===== config.mk =====
export PLATFORM = sky130hd
export DESIGN_NAME = spi_bus_ctrl
export DESIGN_NICKNAME = d
export VERILOG_FILES = /design/src/rtl/spi_bus_ctrl.sv
export SDC_FILE = /design/constraint.sdc
export NUM_CORES = 1
export LEC_CHECK = 0
export ABC_CLOCK_PERIOD_IN_PS = 3400
export BUFFER_PORTS_ARGS = -buffer_cell sky130_fd_sc_hd__buf_2
export CAP_MARGIN = 20
export CELL_PAD_IN_SITES_DETAIL_PLACEMENT = 0
export CELL_PAD_IN_SITES_GLOBAL_PLACEMENT = 2
export CORE_UTILIZATION = 29
export DETAILED_ROUTE_END_ITERATION = 8
export GPL_TIMING_DRIVEN = 0
export PLACE_DENSITY_LB_ADDON = 0.1
export SLEW_MARGIN = 20
export SYNTH_ARGS = -nofsm -noshare
export SYNTH_HDL_FRONTEND = slang
export SYNTH_SLANG_ARGS = --single-unit
export TNS_END_PERCENT = 50

===== constraint.sdc =====
create_clock -name clk -period 3.4 [get_ports clk]
set_input_delay 0.17 -clock clk [delete_from_list [all_inputs] [get_ports clk]]
set_output_delay 0.17 -clock clk [all_outputs]
set_load 0.03 [all_outputs]

===== src/rtl/spi_bus_ctrl.sv =====
// SPI frame transaction controller: turns data-path strobes into single-word
// register-bus reads/writes with burst prefetch, a bus timeout and sticky errors.
module spi_bus_ctrl #(
  parameter int ADDR_W  = 20,
  parameter int DATA_W  = 16,
  parameter int TIMEOUT = 64
) (
  input  logic              clk,
  input  logic              reset,
  input  logic              cs_n,
  input  logic              address_ready,
  input  logic              status_ready,
  input  logic              data_ready,
  input  logic              miso_start,
  input  logic [ADDR_W-1:0] addr,
  input  logic [3:0]        status,
  input  logic [DATA_W-1:0] wdata,
  output logic [DATA_W-1:0] rdata,
  output logic              bus_req,
  output logic              bus_we,
  output logic [ADDR_W-1:0] bus_addr,
  output logic [DATA_W-1:0] bus_wdata,
  input  logic [DATA_W-1:0] bus_rdata,
  input  logic              bus_ack,
  output logic              busy,
  output logic              err_timeout,
  output logic              err_late,
  output logic              err_cmd,
  output logic [2:0]        state_dbg
);

  typedef enum logic [2:0] {
    IDLE, CMD, RD_REQ, RD_HOLD, WR_WAIT, WR_REQ, DRAIN, ABORT
  } state_t;

  localparam int CW = $clog2(TIMEOUT + 1);
  localparam logic [CW-1:0] TMO_LAST = CW'(TIMEOUT - 1);

  state_t            state, state_d;
  logic [DATA_W-1:0] rdata_d, wdata_d;
  logic [ADDR_W-1:0] addr_d;
  logic              we_d, inc, inc_d, cs_n_q;
  logic              err_t_d, err_l_d, err_c_d;
  logic [CW-1:0]     tmo_cnt;
  logic              ack, tmo;
  logic              status_unused;

  assign status_unused = status[3];
  assign state_dbg     = state;

  // Bus handshake: bus_req is held with stable we/addr/wdata until a one-cycle
  // bus_ack; an ack seen while bus_req is low is ignored.
  assign ack = bus_req & bus_ack;
  assign tmo = bus_req & (tmo_cnt == TMO_LAST);

  always_comb begin
    state_d = state;
    rdata_d = rdata;
    addr_d  = bus_addr;
    wdata_d = bus_wdata;
    we_d    = bus_we;
    inc_d   = inc;
    err_t_d = err_timeout;
    err_l_d = err_late;
    err_c_d = err_cmd;
    if (bus_req && (cs_n || state == DRAIN)) begin
      // Frame ended with an access in flight: keep req until it resolves.
      if (ack) begin
        state_d = IDLE;
      end else if (tmo) begin
        state_d = IDLE;
        err_t_d = 1'b1;
      end else begin
        state_d = DRAIN;
      end
    end else if (cs_n) begin
      state_d = IDLE;
    end else begin
      unique case (state)
        IDLE: begin
          if (cs_n_q) begin
            err_t_d = 1'b0;
            err_l_d = 1'b0;
            err_c_d = 1'b0;
          end
          if (address_ready) begin
            addr_d  = addr;
            state_d = CMD;
          end
        end
        CMD: begin
          if (status_ready) begin
            inc_d = status[0];
            unique case (status[2:1])
              2'b01: begin state_d = RD_REQ; we_d = 1'b0; end
              2'b10: state_d = WR_WAIT;
              2'b11: begin state_d = ABORT; err_c_d = 1'b1; end
              default: state_d = IDLE;
            endcase
          end
        end
        RD_REQ: begin
          // The data path started shifting before the word arrived.
          if (miso_start) err_l_d = 1'b1;
          if (ack) begin
            rdata_d = bus_rdata;
            state_d = RD_HOLD;
          end else if (tmo) begin
            err_t_d = 1'b1;
            state_d = ABORT;
          end
        end
        RD_HOLD: begin
          if (miso_start) begin
            if (inc) addr_d = bus_addr + ADDR_W'(1);
            we_d    = 1'b0;
            state_d = RD_REQ;
          end
        end
        WR_WAIT: begin
          if (data_ready) begin
            wdata_d = wdata;
            we_d    = 1'b1;
            state_d = WR_REQ;
          end
        end
        WR_REQ: begin
          if (ack) begin
            state_d = IDLE;
          end else if (tmo) begin
            err_t_d = 1'b1;
            state_d = ABORT;
          end
        end
        ABORT:   state_d = ABORT;
        default: state_d = IDLE;
      endcase
    end
  end

  always_ff @(posedge clk) begin
    if (reset) begin
      state       <= IDLE;
      rdata       <= '0;
      bus_addr    <= '0;
      bus_wdata   <= '0;
      bus_req     <= 1'b0;
      bus_we      <= 1'b0;
      busy        <= 1'b0;
      err_timeout <= 1'b0;
      err_late    <= 1'b0;
      err_cmd     <= 1'b0;
      inc         <= 1'b0;
      cs_n_q      <= 1'b1;
      tmo_cnt     <= '0;
    end else begin
      state       <= state_d;
      rdata       <= rdata_d;
      bus_addr    <= addr_d;
      bus_wdata   <= wdata_d;
      bus_we      <= we_d;
      bus_req     <= (state_d == RD_REQ) || (state_d == WR_REQ) || (state_d == DRAIN);
      busy        <= (state_d != IDLE);
      err_timeout <= err_t_d;
      err_late    <= err_l_d;
      err_cmd     <= err_c_d;
      inc         <= inc_d;
      cs_n_q      <= cs_n;
      tmo_cnt     <= bus_req ? tmo_cnt + CW'(1) : '0;
    end
  end

endmodule


==> results.json, run 1 <==
{
  "layout.cells.most_common": "sky130_fd_sc_hd__buf_2",
  "synth.area.mux_share": 0.009398,
  "synth_top_area_cell": "sky130_fd_sc_hd__dfxtp_1",
  "layout_common_cells": "131 x sky130_fd_sc_hd__buf_2, 83 x sky130_fd_sc_hd__nand2_1, 70 x sky130_fd_sc_hd__dfxtp_1, 55 x sky130_fd_sc_hd__a21oi_1, 31 x sky130_fd_sc_hd__nor2_1",
  "critical_path.startpoint_type": "flip-flop",
  "placementRows": 38,
  "power_density_mw_per_mm2": 437.6,
  "post_synth_instance_area_sq_mm": 0.003328,
  "critPathRequiredTime_ns": 3.64,
  "numCtsBuffers": 9,
  "postSynthNetCount": 494,
  "drv_slew": 0,
  "synth_enable_flop_cells": 0,
  "cts_tree": "built",
  "ys_seq_area_frac": 0.4211,
  "period_minus_slack_ns": 2.255,
  "synth_xor_xnor_area_share": 0.007895,
  "synth_top_family_by_area": "simple AND/OR/NAND/NOR gates",
  "cts_hold_buffers": 0,
  "global_route_wire_length_before_repair_microns": 17170,
  "finClkSkew_ns": 0.006726,
  "grt_total_usage": 0.1891,
  "rsz0062_at_grt": "false",
  "synthesis.yosys.warnings": 0,
  "drt_wl_total_microns": 11100,
  "overflow": 0,
  "synthesis.instances": 428,
  "cts_num_sinks": 70,
  "period_share": 0.6634,
  "endpoints_failing_setup": 0,
  "clockBufferDepth": 2,
  "place.gp.congestion": 0.8324,
  "cpMostUsedCell": "sky130_fd_sc_hd__buf_2",
  "clk_pin_slew_ns": 0.06,
  "layout-drive-gt1-share": 0.2850,
  "number_of_antenna_violations_at_the_first_check_in_global_routing": 0,
  "yosys-top-cells-area": "sky130_fd_sc_hd__dfxtp_1 42%, sky130_fd_sc_hd__nand2_1 9.4%, sky130_fd_sc_hd__a21oi_1 8.3%",
  "start_util": 0.3017,
  "clock.fmax_ghz": 0.4434,
  "route.detailed.wl_per_inst_microns": 15.74,
  "synth_seq_cells": 70,
  "crit_path_cell_trace": "buf_2, buf_4, inv_2, nor3_2, buf_2, o21ai_0, a311oi_1",
  "tightestPinTransition_ns": 0.6970,
  "worst-endpoint-arrival_ns": 2.49,
  "fin_setup_tns_ns": 0,
  "die_w_microns": 109.1,
  "synth-compound-area-share": 0.2203,
  "worstPathBufferInverterCount": 4,
  "antenna-diode-count": 0,
  "synth_ff_type": "sky130_fd_sc_hd__dfxtp_1",
  "via_count_of_the_first_global_routing_pass": 3338,
  "cts.repair_timing.setup_buffer_count": 0,
  "endpoint_kind_of_the_worst_setup_timing_path": "flip-flop",
  "detailedRoute.firstIterationViolations": 170,
  "max_cap_violation_count": 0,
  "ios": 125,
  "final_hold_viol_count": 0,
  "worst_slew_margin_rel": 0.5353,
  "worstSkewPairLatency_ns": 0.33,
  "floorplan_die_height_microns": 109.1,
  "htree_levels": 3,
  "synth.avg_cell_area_sq_um": 7.776,
  "synth_top_area_frac": 0.4211,
  "clockRootBuffer": "sky130_fd_sc_hd__clkbuf_16",
  "outcome": "finished, final reports clean",
  "hold_class": "in2reg",
  "synthArstFlopShare": 0,
  "fp.coreArea_sq_mm": 0.01103,
  "port_buffers": 122,
  "cp_top_delay_family": "buffers and inverters",
  "hpwl_microns": 8128,
  "fin_util": 0.3969,
  "antenna_left": 0,
  "areaGrowthSynthToFinish_pct": 31.54,
  "path_class": "reg2reg",
  "via_to_cell_ratio": 5.126,
  "maximum_number_of_pins_on_one_net_before_global_route_repair": 13,
  "nNetsFinal": 627,
  "power.leakage_nw": 1.765,
  "cp_peak_stage_delay_ns": 0.56,
  "cts_resized": 0,
  "crit_path_max_fanout": 10,
  "power.ir.vdd_worst_mv": 0.1701,
  "die_outline_area_sq_mm": 0.01191,
  "synth_fa_ha_area_frac": 0.007519,
  "ys_types": 57,
  "drc": 0,
  "vias": 3614,
  "drtPass1Iterations": 4,
  "critical-path-slowest-cell": "sky130_fd_sc_hd__nor3_2",
  "synth-simple-area-share": 0.2910
}
==> state kept, by name, summed over array words and instances, names as in the netlist, 3 cells and up <==
register and cells:
state_dbg 3, tmo_cnt 7, rdata 16, bus_addr 20, bus_wdata 16
==> synth_stat cells (all sizes together), types with 2 or more instances <==
master / count
a21o: 2
nor4: 5
a32o: 2
nand2: 83
nand3b: 2
nor3b: 4
clkbuf: 19
and3b: 2
a31oi: 9
a31o: 2
or3: 8
a21oi: 55
nor2: 31
o21ai: 23
a22oi: 3
nor2b: 5
nand4b: 3
xor2: 2
a211oi: 9
o21a: 2
buf: 10
o31ai: 2
a311oi: 3
or2: 4
and2: 3
or4: 3
ha: 2
and3: 5
nand4: 5
mux2i: 2
inv: 5
nand2b: 5
dfxtp: 70
nor3: 8
nand3: 16
==> stage by stage <==
stage,instances,instance area [sq um],hold slack (ns),setup WS [ns],total power [W]
floorplan,428,3328,0.3060,1.285,0.0009883
global placement,690,4114,0.4113,1.147,0.001078
detailed placement,690,4114,0.4180,1.199,0.001078
CTS,705,4378,0.06220,1.164,0.001940
global route,705,4378,0.07375,1.022,0.001995
finish,705,4378,0.06716,1.145,0.001916
==> routing by layer <==
layer | global-route usage | share of wire | up-vias
met5 | 0 | 0 | -
met4 | 0.07529 | 0.019 | 0
met3 | 0.03347 | 0.050 | 20
met2 | 0.2942 | 0.46 | 121
li1 | - | - | 1793
met1 | 0.2574 | 0.47 | 1680
==> worst reg2reg max path, stage by stage (launching register included) <==
cell and delay [ns]:
sky130_fd_sc_hd__dfxtp_1 0.35, sky130_fd_sc_hd__buf_2 0.21, sky130_fd_sc_hd__buf_4 0.20, sky130_fd_sc_hd__inv_2 0.07, sky130_fd_sc_hd__nor3_2 0.56, sky130_fd_sc_hd__buf_2 0.37
sky130_fd_sc_hd__o21ai_0 0.14, sky130_fd_sc_hd__a311oi_1 0.28
==> path summary, 6_finish.rpt <==
path | startpoint | to | slack [ns] | cells after the start
worst min register to register | tmo_cnt[0] | tmo_cnt[0] | 0.45 | 1
worst max register to register | state_dbg[0] | bus_addr[4] | 1.14 | 7
worst max-delay path | state_dbg[0] | bus_addr[4] | 1.14 | 7
worst min-delay path | bus_rdata[2] | rdata[2] | 0.07 | 3
==> report_power, final <==
part	switching, W	internal [W]	leakage [nW]
combinational	0.000124	0.0000735	1.07
clock	0.000367	0.000488	0.127
sequential	0.0000243	0.000840	0.567
==> final cells by class <==
class	count	area [sq um]
Fill cell	1187	6653
Timing Repair Buffer	122	610.6
Multi-Input combinational cell	324	1784
Clock buffer	9	225.2
Clock inverter	6	38.79
Buffer	29	123.9
Sequential cell	70	1401
Inverter	5	18.77
Tap cell	140	175.2
==> cells by family after synthesis <==
| group | Yosys count |
|---|---|
| buffers and inverters | 34 |
| multiplexers | 3 |
| AND/OR/NAND/NOR | 194 |
| XOR/XNOR | 3 |
| flip-flops | 70 |
| adder cells (fa/ha/maj) | 2 |
| AO/OA/AOI/OAI | 122 |
Power figures use the tool's default switching activity.
==> run 2, diff against run 1 <==
--- a/config.mk
+++ b/config.mk
@@ -5,12 +5,12 @@
 export SDC_FILE = /design/constraint.sdc
 export NUM_CORES = 1
 export LEC_CHECK = 0
-export ABC_CLOCK_PERIOD_IN_PS = 3400
+export ABC_CLOCK_PERIOD_IN_PS = 2150
 export BUFFER_PORTS_ARGS = -buffer_cell sky130_fd_sc_hd__buf_2
 export CAP_MARGIN = 20
 export CELL_PAD_IN_SITES_DETAIL_PLACEMENT = 0
 export CELL_PAD_IN_SITES_GLOBAL_PLACEMENT = 2
-export CORE_UTILIZATION = 29
+export CORE_UTILIZATION = 27
 export DETAILED_ROUTE_END_ITERATION = 8
 export GPL_TIMING_DRIVEN = 0
 export PLACE_DENSITY_LB_ADDON = 0.1
==> constraint.sdc (replaced) <==
create_clock -name clk -period 2.15 [get_ports clk]
set_input_delay 0.1075 -clock clk [delete_from_list [all_inputs] [get_ports clk]]
set_output_delay 0.1075 -clock clk [all_outputs]
set_load 0.03 [all_outputs]
==> run 2 against run 1 <==
Compared with the run above:
- clock skew about the same
- global-route usage shrank 0.34 points
- sequential cell count is the same
- count of clock-buffer cells in the layout increased by 2
- setup slack got worse by 1.0 ns
- largest cell class unchanged
==> results.json, run 2 (synthesis gave the netlist of run 1 again) <==
{
  "outcome": "finished, final reports clean",
  "layout-drive-gt1-share": 0.3064,
  "drt_wl_total_microns": 11700,
  "largest_reg_flops": 20,
  "detailedRoute.firstIterationViolations": 132,
  "number_of_antenna_violations_at_the_first_check_in_global_routing": 0,
  "crit_path_cell_trace": "ha_4, nand3_1, or4_4, o311a_1, a21oi_1, a31oi_1",
  "die_outline_area_sq_mm": 0.01277,
  "place.gp.congestion": 0.8014,
  "r2r.worst_path.cells": 6,
  "clockBufferDepth": 2,
  "ios": 125,
  "endpoint_kind_of_the_worst_setup_timing_path": "flip-flop",
  "finClkSkew_ns": 0.006575,
  "endpoints_failing_setup": 0,
  "hold_class": "in2reg",
  "power.ir.vdd_worst_mv": 0.4141,
  "vias": 3722,
  "final_hold_viol_count": 0,
  "critical_path.startpoint_type": "flip-flop",
  "placementRows": 40,
  "grt_total_usage": 0.1857,
  "floorplan_die_height_microns": 113.0,
  "worst-endpoint-arrival_ns": 2.23,
  "regMostFlops": "bus_addr",
  "drtPass1Iterations": 4,
  "cts_tree": "built",
  "tightestPinTransition_ns": 0.7266,
  "crit-reg2reg-capture": "bus_addr[18]",
  "via_to_cell_ratio": 5.023,
  "power.leakage_nw": 1.940,
  "hold_end": "bus_wdata[13]",
  "via_count_of_the_first_global_routing_pass": 3532,
  "seq_area_sq_mm": 0.001409,
  "cts_num_sinks": 70,
  "numCtsBuffers": 9,
  "worstPathBufferInverterCount": 0,
  "clockRootBuffer": "sky130_fd_sc_hd__clkbuf_16",
  "layout.cells.most_common": "sky130_fd_sc_hd__buf_2",
  "port_buffers": 122,
  "placed_cells": 697,
  "layout.filler_cells": 1310,
  "start_util": 0.2771,
  "route.detailed.wl_per_inst_microns": 15.79,
  "period_share": 0.9462,
  "r2r_slack_ns": 0.12,
  "post_layout_nonfiller_instances": 741,
  "die_w_microns": 113.0,
  "biggest_regs": "bus_addr x20, bus_wdata x16, rdata x16",
  "cp_top_delay_family": "simple AND/OR/NAND/NOR gates",
  "global_route_wire_length_before_repair_microns": 18350,
  "layout_common_cells": "130 x sky130_fd_sc_hd__buf_2, 83 x sky130_fd_sc_hd__nand2_1, 66 x sky130_fd_sc_hd__dfxtp_1, 55 x sky130_fd_sc_hd__a21oi_1, 31 x sky130_fd_sc_hd__nor2_1",
  "multi_input_area_sq_mm": 0.001826,
  "crit_path_max_fanout": 6,
  "drc": 0,
  "place_ws_ns": -0.09501,
  "path_class": "reg2reg",
  "period_minus_slack_ns": 2.034,
  "maximum_number_of_pins_on_one_net_before_global_route_repair": 13,
  "hpwl_microns": 8281,
  "max_cap_violation_count": 0,
  "worst_hold_startpoint": "wdata[13]",
  "htree_levels": 3,
  "rsz0062_at_grt": "true",
  "hold-path-cell-count": 3,
  "whs_ns": 0.01106,
  "nNetsFinal": 655,
  "worst_slew_margin_rel": 0.5156,
  "drv_slew": 0,
  "critical-path-slowest-cell": "sky130_fd_sc_hd__or4_4",
  "worstSkewPairLatency_ns": 0.34,
  "power_density_mw_per_mm2": 688.4,
  "critPathRequiredTime_ns": 2.35,
  "cp_peak_stage_delay_ns": 0.61,
  "clock.fmax_ghz": 0.4916,
  "antenna-diode-count": 0,
  "timing.rr.start": "bus_addr[1]",
  "clk_pin_slew_ns": 0.06,
  "final.setup.worst_slack_ns": 0.1157,
  "overflow": 0,
  "fin_util": 0.3970,
  "areaGrowthSynthToFinish_pct": 43.27,
  "critical_path.startpoint": "bus_addr[1]",
  "antenna_left": 0,
  "fp.coreArea_sq_mm": 0.01201
}
-- run 2: power breakdown --
group          switching, W  internal [W]  total, W
Combinational      0.000205      0.000150  0.000354
Clock              0.000600      0.000962   0.00156
Sequential        0.0000397       0.00133   0.00137
-- run 2: area by class of cell --
cell class,instances,area share
multi-input combinational,324,0.3828
inverter,5,0.003936
buffer,28,0.02703
tap,147,0.03857
sequential,70,0.2955
clock buffer,11,0.05300
clock inverter,5,0.01181
timing repair buffer,151,0.1874
-- run 2: how the worst max path moves through the flow --
| stage | end | slack, ns | depth (start not counted) |
|---|---|---|---|
| CTS | bus_addr[18] | 0.009 | 6 |
| finish | bus_addr[18] | 0.12 | 6 |
| floorplan | bus_addr[18] | 0.04 | 6 |
| global placement | bus_addr[4] | -0.11 | 7 |
| detailed placement | rdata[4] | -0.1 | 7 |
| global route | bus_addr[16] | -0.02 | 6 |
-- run 2: metrics by stage --
stage	instance area [sq um]	total power, W	setup TNS (ns)
CTS	4705	0.003330	0
detailed placement	4123	0.001706	-1.442
floorplan	3328	0.001563	0
global placement	4123	0.001706	-1.238
global route	4768	0.003419	-0.02914
finish	4768	0.003283	0
-- run 2: metal layers --
layer | vias to the layer above | wire length (microns) | global-route usage
met4 | 0 | 203 | 0.07368
met2 | 97 | 5634 | 0.3108
met1 | 1760 | 5255 | 0.2220
met5 | - | 0 | 0
met3 | 19 | 610 | 0.05678
li1 | 1846 | - | -
-- run 2: worst reg2reg max path, delay by kind of cell (launching register included) --
kind,cells,cell delay [ns]
simple gates,2,0.73
compound gates,3,0.60
flops,1,0.40
fa+ha+maj,1,0.17
-- run 2: what timing repair did --
item | 4_1_cts | 5_1_grt
setup buffers | 0 | 3
hold buffers | 26 | 0
setup endpoints to repair | 23 | 40
hold endpoints to repair | 26 | 0
resized for setup | 5 | 21
pin swaps | 0 | 2
